## src/rtl/bus_rr_host_arbiter.sv

```systemverilog
// Round-robin arbiter sharing one device memory port between NrHosts requesters.
// An ID FIFO remembers which host issued each accepted request so responses return in order.
module bus_rr_host_arbiter #(
  parameter int NrHosts        = 3,
  parameter int AddrWidth      = 32,
  parameter int DataWidth      = 32,
  parameter int MaxOutstanding = 2
) (
  input  logic                           clk_i,
  input  logic                           rst_ni,
  input  logic [NrHosts-1:0]             host_req_i,
  output logic [NrHosts-1:0]             host_gnt_o,
  input  logic [NrHosts*AddrWidth-1:0]   host_addr_i,
  input  logic [NrHosts-1:0]             host_we_i,
  input  logic [NrHosts*DataWidth/8-1:0] host_be_i,
  input  logic [NrHosts*DataWidth-1:0]   host_wdata_i,
  output logic [NrHosts-1:0]             host_rvalid_o,
  output logic [DataWidth-1:0]           host_rdata_o,
  output logic [NrHosts-1:0]             host_err_o,
  output logic                           dev_req_o,
  input  logic                           dev_gnt_i,
  output logic [AddrWidth-1:0]           dev_addr_o,
  output logic                           dev_we_o,
  output logic [DataWidth/8-1:0]         dev_be_o,
  output logic [DataWidth-1:0]           dev_wdata_o,
  input  logic                           dev_rvalid_i,
  input  logic [DataWidth-1:0]           dev_rdata_i,
  input  logic                           dev_err_i,
  output logic                           unexp_rsp_o
);

  localparam int BeWidth = DataWidth / 8;
  localparam int HostW   = (NrHosts > 1) ? $clog2(NrHosts) : 1;
  localparam int PtrW    = (MaxOutstanding > 1) ? $clog2(MaxOutstanding) : 1;
  localparam int CntW    = $clog2(MaxOutstanding + 1);

  function automatic logic [PtrW-1:0] ptr_inc(input logic [PtrW-1:0] ptr);
    ptr_inc = (ptr == PtrW'(MaxOutstanding - 1)) ? {PtrW{1'b0}} : ptr + PtrW'(1);
  endfunction

  logic [HostW-1:0] last_r;
  logic [HostW-1:0] fifo_r [MaxOutstanding];
  logic [PtrW-1:0]  wptr_r;
  logic [PtrW-1:0]  rptr_r;
  logic [CntW-1:0]  count_r;
  logic             unexp_r;

  logic [HostW-1:0] sel_s;
  logic [HostW-1:0] idx_s;
  logic             hit_s;
  logic             sel_valid_s;
  logic             full_s;
  logic             accept_s;
  logic             rsp_s;
  logic [HostW-1:0] head_s;

  // Round-robin search starting just after the last granted host
  always_comb begin
    sel_s       = last_r;
    sel_valid_s = 1'b0;
    idx_s       = last_r;
    hit_s       = 1'b0;
    for (int k = 1; k <= NrHosts; k++) begin
      idx_s       = HostW'((int'(last_r) + k) % NrHosts);
      hit_s       = ~sel_valid_s & host_req_i[idx_s];
      sel_s       = hit_s ? idx_s : sel_s;
      sel_valid_s = sel_valid_s | hit_s;
    end
  end

  // Device request mux, grant and response routing; everything held at zero in reset
  always_comb begin
    full_s        = (count_r == CntW'(MaxOutstanding));
    dev_req_o     = rst_ni & sel_valid_s & ~full_s;
    accept_s      = dev_req_o & dev_gnt_i;
    head_s        = fifo_r[rptr_r];
    rsp_s         = rst_ni & dev_rvalid_i & (count_r != {CntW{1'b0}});
    dev_addr_o    = dev_req_o ? host_addr_i[sel_s*AddrWidth +: AddrWidth] : {AddrWidth{1'b0}};
    dev_we_o      = dev_req_o ? host_we_i[sel_s] : 1'b0;
    dev_be_o      = dev_req_o ? host_be_i[sel_s*BeWidth +: BeWidth] : {BeWidth{1'b0}};
    dev_wdata_o   = dev_req_o ? host_wdata_i[sel_s*DataWidth +: DataWidth] : {DataWidth{1'b0}};
    host_gnt_o    = {NrHosts{1'b0}};
    host_gnt_o[sel_s] = accept_s;
    host_rvalid_o = {NrHosts{1'b0}};
    host_rvalid_o[head_s] = rsp_s;
    host_err_o    = {NrHosts{1'b0}};
    host_err_o[head_s] = rsp_s & dev_err_i;
    host_rdata_o  = rsp_s ? dev_rdata_i : {DataWidth{1'b0}};
  end

  assign unexp_rsp_o = unexp_r;

  // Arbitration history, ID FIFO and sticky unexpected-response flag
  always_ff @(posedge clk_i or negedge rst_ni) begin
    if (!rst_ni) begin
      last_r  <= HostW'(NrHosts - 1);
      wptr_r  <= {PtrW{1'b0}};
      rptr_r  <= {PtrW{1'b0}};
      count_r <= {CntW{1'b0}};
      unexp_r <= 1'b0;
      for (int i = 0; i < MaxOutstanding; i++) begin
        fifo_r[i] <= {HostW{1'b0}};
      end
    end else begin
      if (accept_s) begin
        fifo_r[wptr_r] <= sel_s;
        wptr_r         <= ptr_inc(wptr_r);
        last_r         <= sel_s;
      end
      if (rsp_s) begin
        rptr_r <= ptr_inc(rptr_r);
      end
      case ({accept_s, rsp_s})
        2'b10:   count_r <= count_r + CntW'(1);
        2'b01:   count_r <= count_r - CntW'(1);
        default: count_r <= count_r;
      endcase
      if (dev_rvalid_i && (count_r == {CntW{1'b0}})) begin
        unexp_r <= 1'b1;
      end
    end
  end

endmodule


```

## config.mk

```make
export PLATFORM = sky130hd
export DESIGN_NAME = bus_rr_host_arbiter
export DESIGN_NICKNAME = d
export VERILOG_FILES = /design/src/rtl/bus_rr_host_arbiter.sv
export SDC_FILE = /design/constraint.sdc
export NUM_CORES = 1
export LEC_CHECK = 0
export ABC_CLOCK_PERIOD_IN_PS = 3600
export BUFFER_PORTS_ARGS = -buffer_cell sky130_fd_sc_hd__buf_4
export CAP_MARGIN = 40
export CORE_AREA = 2 2 139 141
export CTS_BUF_LIST = sky130_fd_sc_hd__clkbuf_16
export DETAILED_ROUTE_END_ITERATION = 12
export DIE_AREA = 0 0 141 143
export PLACE_DENSITY = 0.44
export SETUP_SLACK_MARGIN = 0.5
export SYNTH_ARGS = -nofsm -noshare
export SYNTH_HDL_FRONTEND = slang
export SYNTH_SLANG_ARGS = --single-unit
```

## constraint.sdc

```tcl
create_clock -name clk_i -period 3.6 [get_ports clk_i]
set_clock_uncertainty 0.15 [all_clocks]
set_input_delay 0.18 -clock clk_i [delete_from_list [all_inputs] [get_ports clk_i]]
set_output_delay 0.18 -clock clk_i [all_outputs]
set_load 0.02 [all_outputs]
```

After elaboration in Yosys (flattened, before gate mapping)
Index checks and enable logic that the tools add are counted.

word-level totals
  logic and storage cells = 87
  register bits after elaboration = 11
  output and inout bits = 112
  bits of input ports = 247

cells by class
  shift-type cells = 3
  eq/ne operators = 3
  reduce and logical (&&, ||, !) cells = 7
  add/sub/neg operators = 7
  divide/modulo/power cells = 3
  multiplexer cells = 29
  bitwise gates (word level) = 18
  order comparisons = 10

operators by type and width
  operator                                                           number
  indexed part select 96 x 8 -> 32 bit                               2
  modulo 32 x 3 -> 32 bit, second input constant                     3
  two-way mux 32 bit                                                 3
  < comparator 2 x 3 -> 1 bit, second input constant                 5
  two-way mux 2 bit                                                  7
  indexed part select 12 x 5 -> 4 bit                                1
  bitwise AND 3 bit                                                  3
  two-way mux 1 bit                                                  9
  bitwise AND 1 bit                                                  8
  binary-select mux 1 bit (select 2 bit)                             4
  adder 2 x 2 -> 3 bit, second input constant                        2
  bitwise mux 4 bit                                                  1
  demux 1 bit (select 2 bit)                                         2
  == test 2 bit, second input constant                               2
  greater-or-equal comparator 2 x 1 -> 1 bit, second input constant  2
  greater-or-equal comparator 2 bit, second input constant           2
  logical AND 1 bit                                                  4
  two-way mux 4 bit                                                  1
  NOT 1 -> 2 bit                                                     2
  case mux 2 bit (2 select lines)                                    1
  nonzero test 2 bit                                                 2
  adder 2 x 1 -> 3 bit, second input constant                        1
  NOT 1 bit                                                          3
  adder 1 bit, second input constant                                 2
  other kinds (7)                                                    8

Longest topological paths before layout
Gate-level depths: netlist of run 1.

  depth in word-level cells = 15
  gate-level depth with buffers = 13
  mapped depth without buffers = 11

Least setup slack after synthesis of run 1
OpenSTA, ideal clock, no wires.

  kind = reg2out
  from = register last_r[1]
  to = output dev_wdata_o[21]
  required time = 3.270 ns
  buffers on the path = 3
  setup slack = 0.604 ns
  cell stages (with the launch flop) = 10
  arrival = 2.666 ns
  path through = dfstp_2 -> ha_1 -> buf_2 -> or3b_1 -> nand4b_4 -> mux2i_4 -> nand2_1 -> buf_2 -> buf_2 -> o2bb2ai_1

between the ends
  cells in the longest elaborated chain, start to end = 13
  elaborated cells on any way between the ends = 25
  those cells by class = add/sub (3); div (3); shift (1); mux (10); bitwise (8)

ends and longest elaborated chain
  what                                                              line  text
  from (decl)                                                       41    logic [HostW-1:0] last_r;
  from (signal assigned)                                            96    last_r <= HostW'(NrHosts - 1);
  from (signal assigned)                                            108   last_r <= sel_s;
  branches (longest 12 deep; another with modulo 32 x 3 -> 32 bit)  --
  two-way mux 32 bit *                                              81    dev_wdata_o = dev_req_o ? host_wdata_i[sel_s*DataWidth +: DataWidth] : {DataWidth{1'b0}};
  to (decl)                                                         25    output logic [DataWidth-1:0] dev_wdata_o,

Mark *: on every way between the ends. The select of a mux whose other input is x is not followed.

Worst setup path in the final report of run 1
  from = register last_r[1]
  to = output dev_wdata_o[14]

The elaborated chain is that of the path after synthesis.

==> metrics, run 1 <==
worst-path fanout max=9; flops & latches, synth=11; CP max stage cell=dfstp_2; largest family of logic cells by synthesized area=compound AO/OA/AOI/OAI gates; clk sinks=11; Worst EP arrival=between 2000 and 3000 ps; buffers added on ports=about 360; simple-gate share of the synthesized area=0.156; outcome=finished clean; final setup vio count=0; average cell area after synthesis=8.61 µm²; Die Ht=143 µm; root buf cell=clkbuf_16; syn_nets=between 500 and 600; first-pass GRT wire length=24600 µm; power per cell area=812 nW/µm²; Num CTS Buffers=3; Core ar.=~19000 µm²; Hold Fails Final Rpt=0; Crit Reg-Reg Endpoint=count_r[1]; standard-cell rows=50; sequential fraction of the synthesis area=0.111; Synth async-reset ratio=1.00; CTS Buffer Depth=2; Clk Latency, worst-skew pair=240 ps; CTS tree=yes; Synth Instances=289; Synth Area in Adders=0.0252; WL/cell=21.4 µm; Initial Utilization=0.134; post-DR vias/cell=4.43; largest net degree at the start of global routing=36; Clock transition at path regs=40 ps; initial antenna violation count=1; Post-synth EDFFs=0; cell mode on critical path=mux2i_4; final WL=19200 µm; Post-DRT Antenna Nets=0; total negative slack=0 ps; Detailed Place HPWL=13700 µm; P_leak=3.27 nW; Iter 0 DRT Violations=123; vias in the first global route=around 4100; launching point of the worst reg2reg path=last_r[1]; via count=3989; iteration count of the initial detailed-routing pass=4; RSZ-0062 raised after global routing=yes; Overflow after GRT=0; worst reg-to-reg setup slack=780 ps; gp weighted congestion=0.845; Max-Slew Margin vs Limit=0.511; final worst-path cycle share=0.884; hold crit path type=in2reg; worst hold slack=4.12 ps; Synthesis Warnings=0; Max-cap violations=0; crit path time final=3180 ps; Setup crit start=last_r[1]; layout cells sized above 1=0.695; gr usage total=0.161; crit path kind=reg2out; R2R cell count=12; Fmax=approximately 310 MHz; Worst Slack Setup Final=~420 ps; pre-CTS setup slack=272 ps; Post-Syn Area=2490 µm²; synth-to-layout area growth=169%; # nets final=918; mux contribution to synthesized area=0.307; Post-Synth XOR/XNOR Area=0.0176; Worst Setup End Kind=output port; Distinct cells, synth=40; ys flop type=dfrtp_1; crit path cell chain=inv_2, ha_4, mux2i_4, o21a_2, nand4b_4, mux2i_4, buf_12, buf_16, mux2i_1, o2bb2ai_1, buf_4; H-tree depth=1; pins over their slew limit=0; overall power=approximately 5.4 mW; Max VDD drop=0.374 mV; # DRC=0; CP endpoint=dev_wdata_o[14]; CP max stage delay=around 570 ps; Startpoint Class=flop; Ports=359; worst slew pin tran=733 ps; CP Data Required Time=3270 ps; die area=20200 µm²; Die X=141 µm; Synth Area in Compound Gates=0.311
==> placed cells by master, fill, tap and decap left out, drive strengths merged, types with 2 or more instances in the layout <==
cell	instances
and3	2
a31oi	2
inv	8
buf	390
and2	37
mux2i	75
dfrtp	10
nor2b	3
o21ai	5
ha	5
xnor2	5
clkbuf	13
a21o	2
nor2	9
nand2	6
o31ai	2
o2bb2ai	69
a21oi	5
==> logic make-up after synthesis <==
group / count (synthesis)
buffers and inverters: 37
xor gates and xnor gates: 5
and+or+nand+nor: 63
DFF: 11
muxes: 75
adders and majority gates: 5
AOI/OAI and AO/OA: 93
==> registers in the layout (all words and copies together), names as in the netlist <==
name         count
last_r           2
unexp_rsp_o      1
wptr_r           1
count_r          2
fifo_r           4
rptr_r           1
==> what timing repair did <==
item,4_1_cts,5_1_grt
hold endpoints to repair,11,0
hold buffers,1,0
cloned,7,13
setup endpoints to repair,70,70
buffers inserted,7,7
gates resized for setup,64,38
pin swaps,2,6
==> metrics by stage <==
step,area (µm²),std cells,util
after floorplan,2490,289,-
after global placement,5440,860,0.293
after detailed placement,5440,860,0.293
after CTS,6140,879,0.330
after global routing,6680,900,0.360
final,6680,900,0.360
==> routing by layer <==
| layer | wire [µm] | vias up | GRT usage |
|---|---|---|---|
| li1 | - | 1881 | - |
| met1 | 7010 | 1892 | 0.171 |
| met2 | 10700 | 199 | 0.326 |
| met3 | 1200 | 17 | 0.0312 |
| met4 | 367 | 0 | 0.0337 |
| met5 | 0 | - | 0 |
==> critical path, delay by kind of cell (launching register included) <==
family / cells / cell delay, ps
AND/OR/NAND/NOR: 1 / 130
buffers and inverters: 4 / 590
AO/OA/AOI/OAI: 2 / 350
flip-flops: 1 / 570
multiplexers: 3 / 770
adder cells (fa/ha/maj): 1 / 180
==> final cells by class <==
type                            instances  area [µm²]
Antenna cell                            1        2.50
Clock buffer                            3        75.1
Clock inverter                          1        3.75
Fill cell                            1897       11900
Inverter                                7        26.3
Multi-Input combinational cell        242        2500
Sequential cell                        11         277
Tap cell                              234         293
Timing Repair Buffer                  401        3510
==> cell usage after synthesis (all sizes together), types with 5 or more instances <==
cell type,count,share of area
clkbuf,10,0.015
xnor2,5,0.018
nand2,5,0.0075
buf,20,0.046
ha,5,0.025
o2bb2ai,69,0.24
dfrtp,10,0.10
nor2,9,0.014
a21oi,5,0.010
inv,7,0.011
mux2i,75,0.31
and2,37,0.093
o21ai,5,0.012
==> power by group <==
| group | switching [mW] | total [mW] | internal [mW] |
|---|---|---|---|
| registers | 0.0645 | 0.243 | 0.178 |
| clock network | 0.0624 | 0.209 | 0.147 |
| logic | 2.44 | 4.98 | 2.54 |
| total | 2.56 | 5.43 | 2.87 |
==> worst min path at each step <==
stage | cells after the start | slack (ps) | end | from
2_1_floorplan | 0 | -270 | count_r[0] | rst_ni
3_3_place_gp | 1 | -120 | last_r[0] | rst_ni
3_5_place_dp | 1 | -110 | last_r[0] | rst_ni
4_1_cts | 2 | 5 | unexp_rsp_o | dev_rvalid_i
5_1_grt | 2 | 5 | unexp_rsp_o | dev_rvalid_i
6_report | 2 | 4 | unexp_rsp_o | dev_rvalid_i
Note: power is estimated with default switching activity, not from simulation.
==> run 2: changes to the inputs <==
Settings changed: MAX_ROUTING_LAYER set to met4.
==> metrics, run 2 (same netlist as run 1, synthesis figures left out) <==
top flop regs=fifo_r: 4 flops, count_r: 2 flops, last_r: 2 flops; first-pass GRT wire length=24500 µm (-0.14%); Overflow after GRT=0 (unchanged); final WL=19200 µm (-0.43%); P_leak=3.27 nW (about the same); CTS Buffer Depth=2 (unchanged); iteration count of the initial detailed-routing pass=4 (unchanged); Ports=359 (unchanged); worst-path fanout max=8 (-1); synth-to-layout area growth=169%; post-route cell area=6700 µm² (+0.26%); final worst-path cycle share=0.882 (-0.00217); Worst Slack Setup Final=425 ps (+7.82 ps); Largest Register=fifo_r; most frequent cells in the layout=buf_4 (357), o2bb2ai_1 (55), mux2i_1 (47); flip-flop count of the largest register after layout=4 (unchanged); Placed Cells=860 (unchanged); crit path kind=reg2out; RSZ-0062 raised after global routing=yes; worst hold slack=2.49 ps (-1.63 ps); Max VDD drop=0.375 mV (+0.10%); Initial Utilization=0.134 (unchanged); WL/cell=21.3 µm (-0.43%); Fmax=315 MHz (+0.25%); vias in the first global route=4133 (+0.36%); Iter 0 DRT Violations=132 (+7.3%); crit path time final=3170 ps (-7.82 ps); worst slew pin tran=736 ps (+2.69 ps); largest net degree at the start of global routing=36 (unchanged); most common cell after layout, fill and taps aside=buf_4; standard-cell rows=50 (unchanged); final setup vio count=0 (unchanged); Max-Slew Margin vs Limit=0.509 (-0.00179); post-DR vias/cell=4.39 (-1.1%); Detailed Place HPWL=13700 µm (unchanged); Num CTS Buffers=3 (unchanged); Core ar.=18600 µm² (unchanged); hold crit path type=in2reg; Worst EP arrival=2840 ps (about the same); gr usage total=0.166 (+0.00498); Startpoint Class=flop; via count=3947 (-1.1%); Worst Setup End Kind=output port; buffers added on ports=358 (unchanged); root buf cell=clkbuf_16; Die X=141 µm (unchanged); total negative slack=0 ps (unchanged); CTS tree=yes; Max-cap violations=0 (unchanged); Final Non-Filler Cells=900 (unchanged); # nets final=918 (unchanged); pins over their slew limit=0 (unchanged); Clk Latency, worst-skew pair=240 ps (about the same); pre-CTS setup slack=272 ps (unchanged); post-layout util=0.361 (+0.000942); power per cell area=811 nW/µm² (-0.16%); Die Ht=143 µm (unchanged); CP Data Required Time=3270 ps (about the same); H-tree depth=1 (unchanged); Post-DRT Antenna Nets=0 (unchanged); die area=20200 µm² (unchanged); Clock transition at path regs=40 ps (about the same); dpl cell area=5440 µm² (unchanged); initial antenna violation count=1 (unchanged); # DRC=0 (unchanged); gp weighted congestion=0.858 (+1.6%); outcome=finished clean; Hold Fails Final Rpt=0 (unchanged); layout cells sized above 1=0.698 (+0.00301); clk sinks=11 (unchanged); overall power=5.43 mW (+0.11%)
-- run 2: cell type report --
type / count / area [µm²]
flip-flops and latches: 11 / 277
multi-input cells: 242 / 2510
clock inverters: 1 / 3.75
repair buffers: 401 / 3520
diodes: 1 / 2.50
fillers: 1895 / 11900
clock buffers: 3 / 75.1
well taps: 234 / 293
inverters: 7 / 26.3
-- run 2: timing repair --
| action | CTS | global route |
|---|---|---|
| buffers inserted | 7 | 7 |
| resized for setup | 64 | 42 |
| hold endpoints to repair | 11 | 0 |
| setup endpoints to repair | 70 | 70 |
| pin swaps | 2 | 6 |
| hold buffers | 1 | 0 |
| cloned | 7 | 13 |
-- run 2: path summary, 6_finish.rpt --
path,startpoint,endpoint,slack [ps],depth (start not counted)
min in group asynchronous,rst_ni,rptr_r,180,2
setup reg to reg,last_r[1],count_r[1],800,12
hold reg to reg,unexp_rsp_o,unexp_rsp_o,310,1
setup / recovery,last_r[1],dev_wdata_o[18],430,12
max in group asynchronous,rst_ni,last_r[1],2880,2
hold / removal,dev_rvalid_i,unexp_rsp_o,2,2
-- run 2: where the power goes --
| part | internal (mW) | switching (mW) |
|---|---|---|
| Clock | 0.147 | 0.0635 |
| Sequential | 0.178 | 0.0653 |
| Combinational | 2.55 | 2.43 |
| Total | 2.88 | 2.56 |
-- run 2: per-layer routing --
| metal | vias to the layer above | global-route usage | wire length [µm] |
|---|---|---|---|
| met2 | 190 | 0.326 | 10600 |
| met3 | 20 | 0.0258 | 1110 |
| li1 | 1879 | - | - |
| met1 | 1858 | 0.175 | 7090 |
| met5 | - | - | 0 |
| met4 | 0 | 0.0337 | 386 |
-- run 2: critical path: stages (launching register included) --
cell and delay (ps):
dfstp_2 570, inv_2 70, ha_4 180, mux2i_4 190, o21a_2 250, nand4b_4 130, mux2i_4 270, buf_12 180
buf_12 110, buf_16 150, mux2i_2 260, o2bb2ai_2 80, buf_4 160
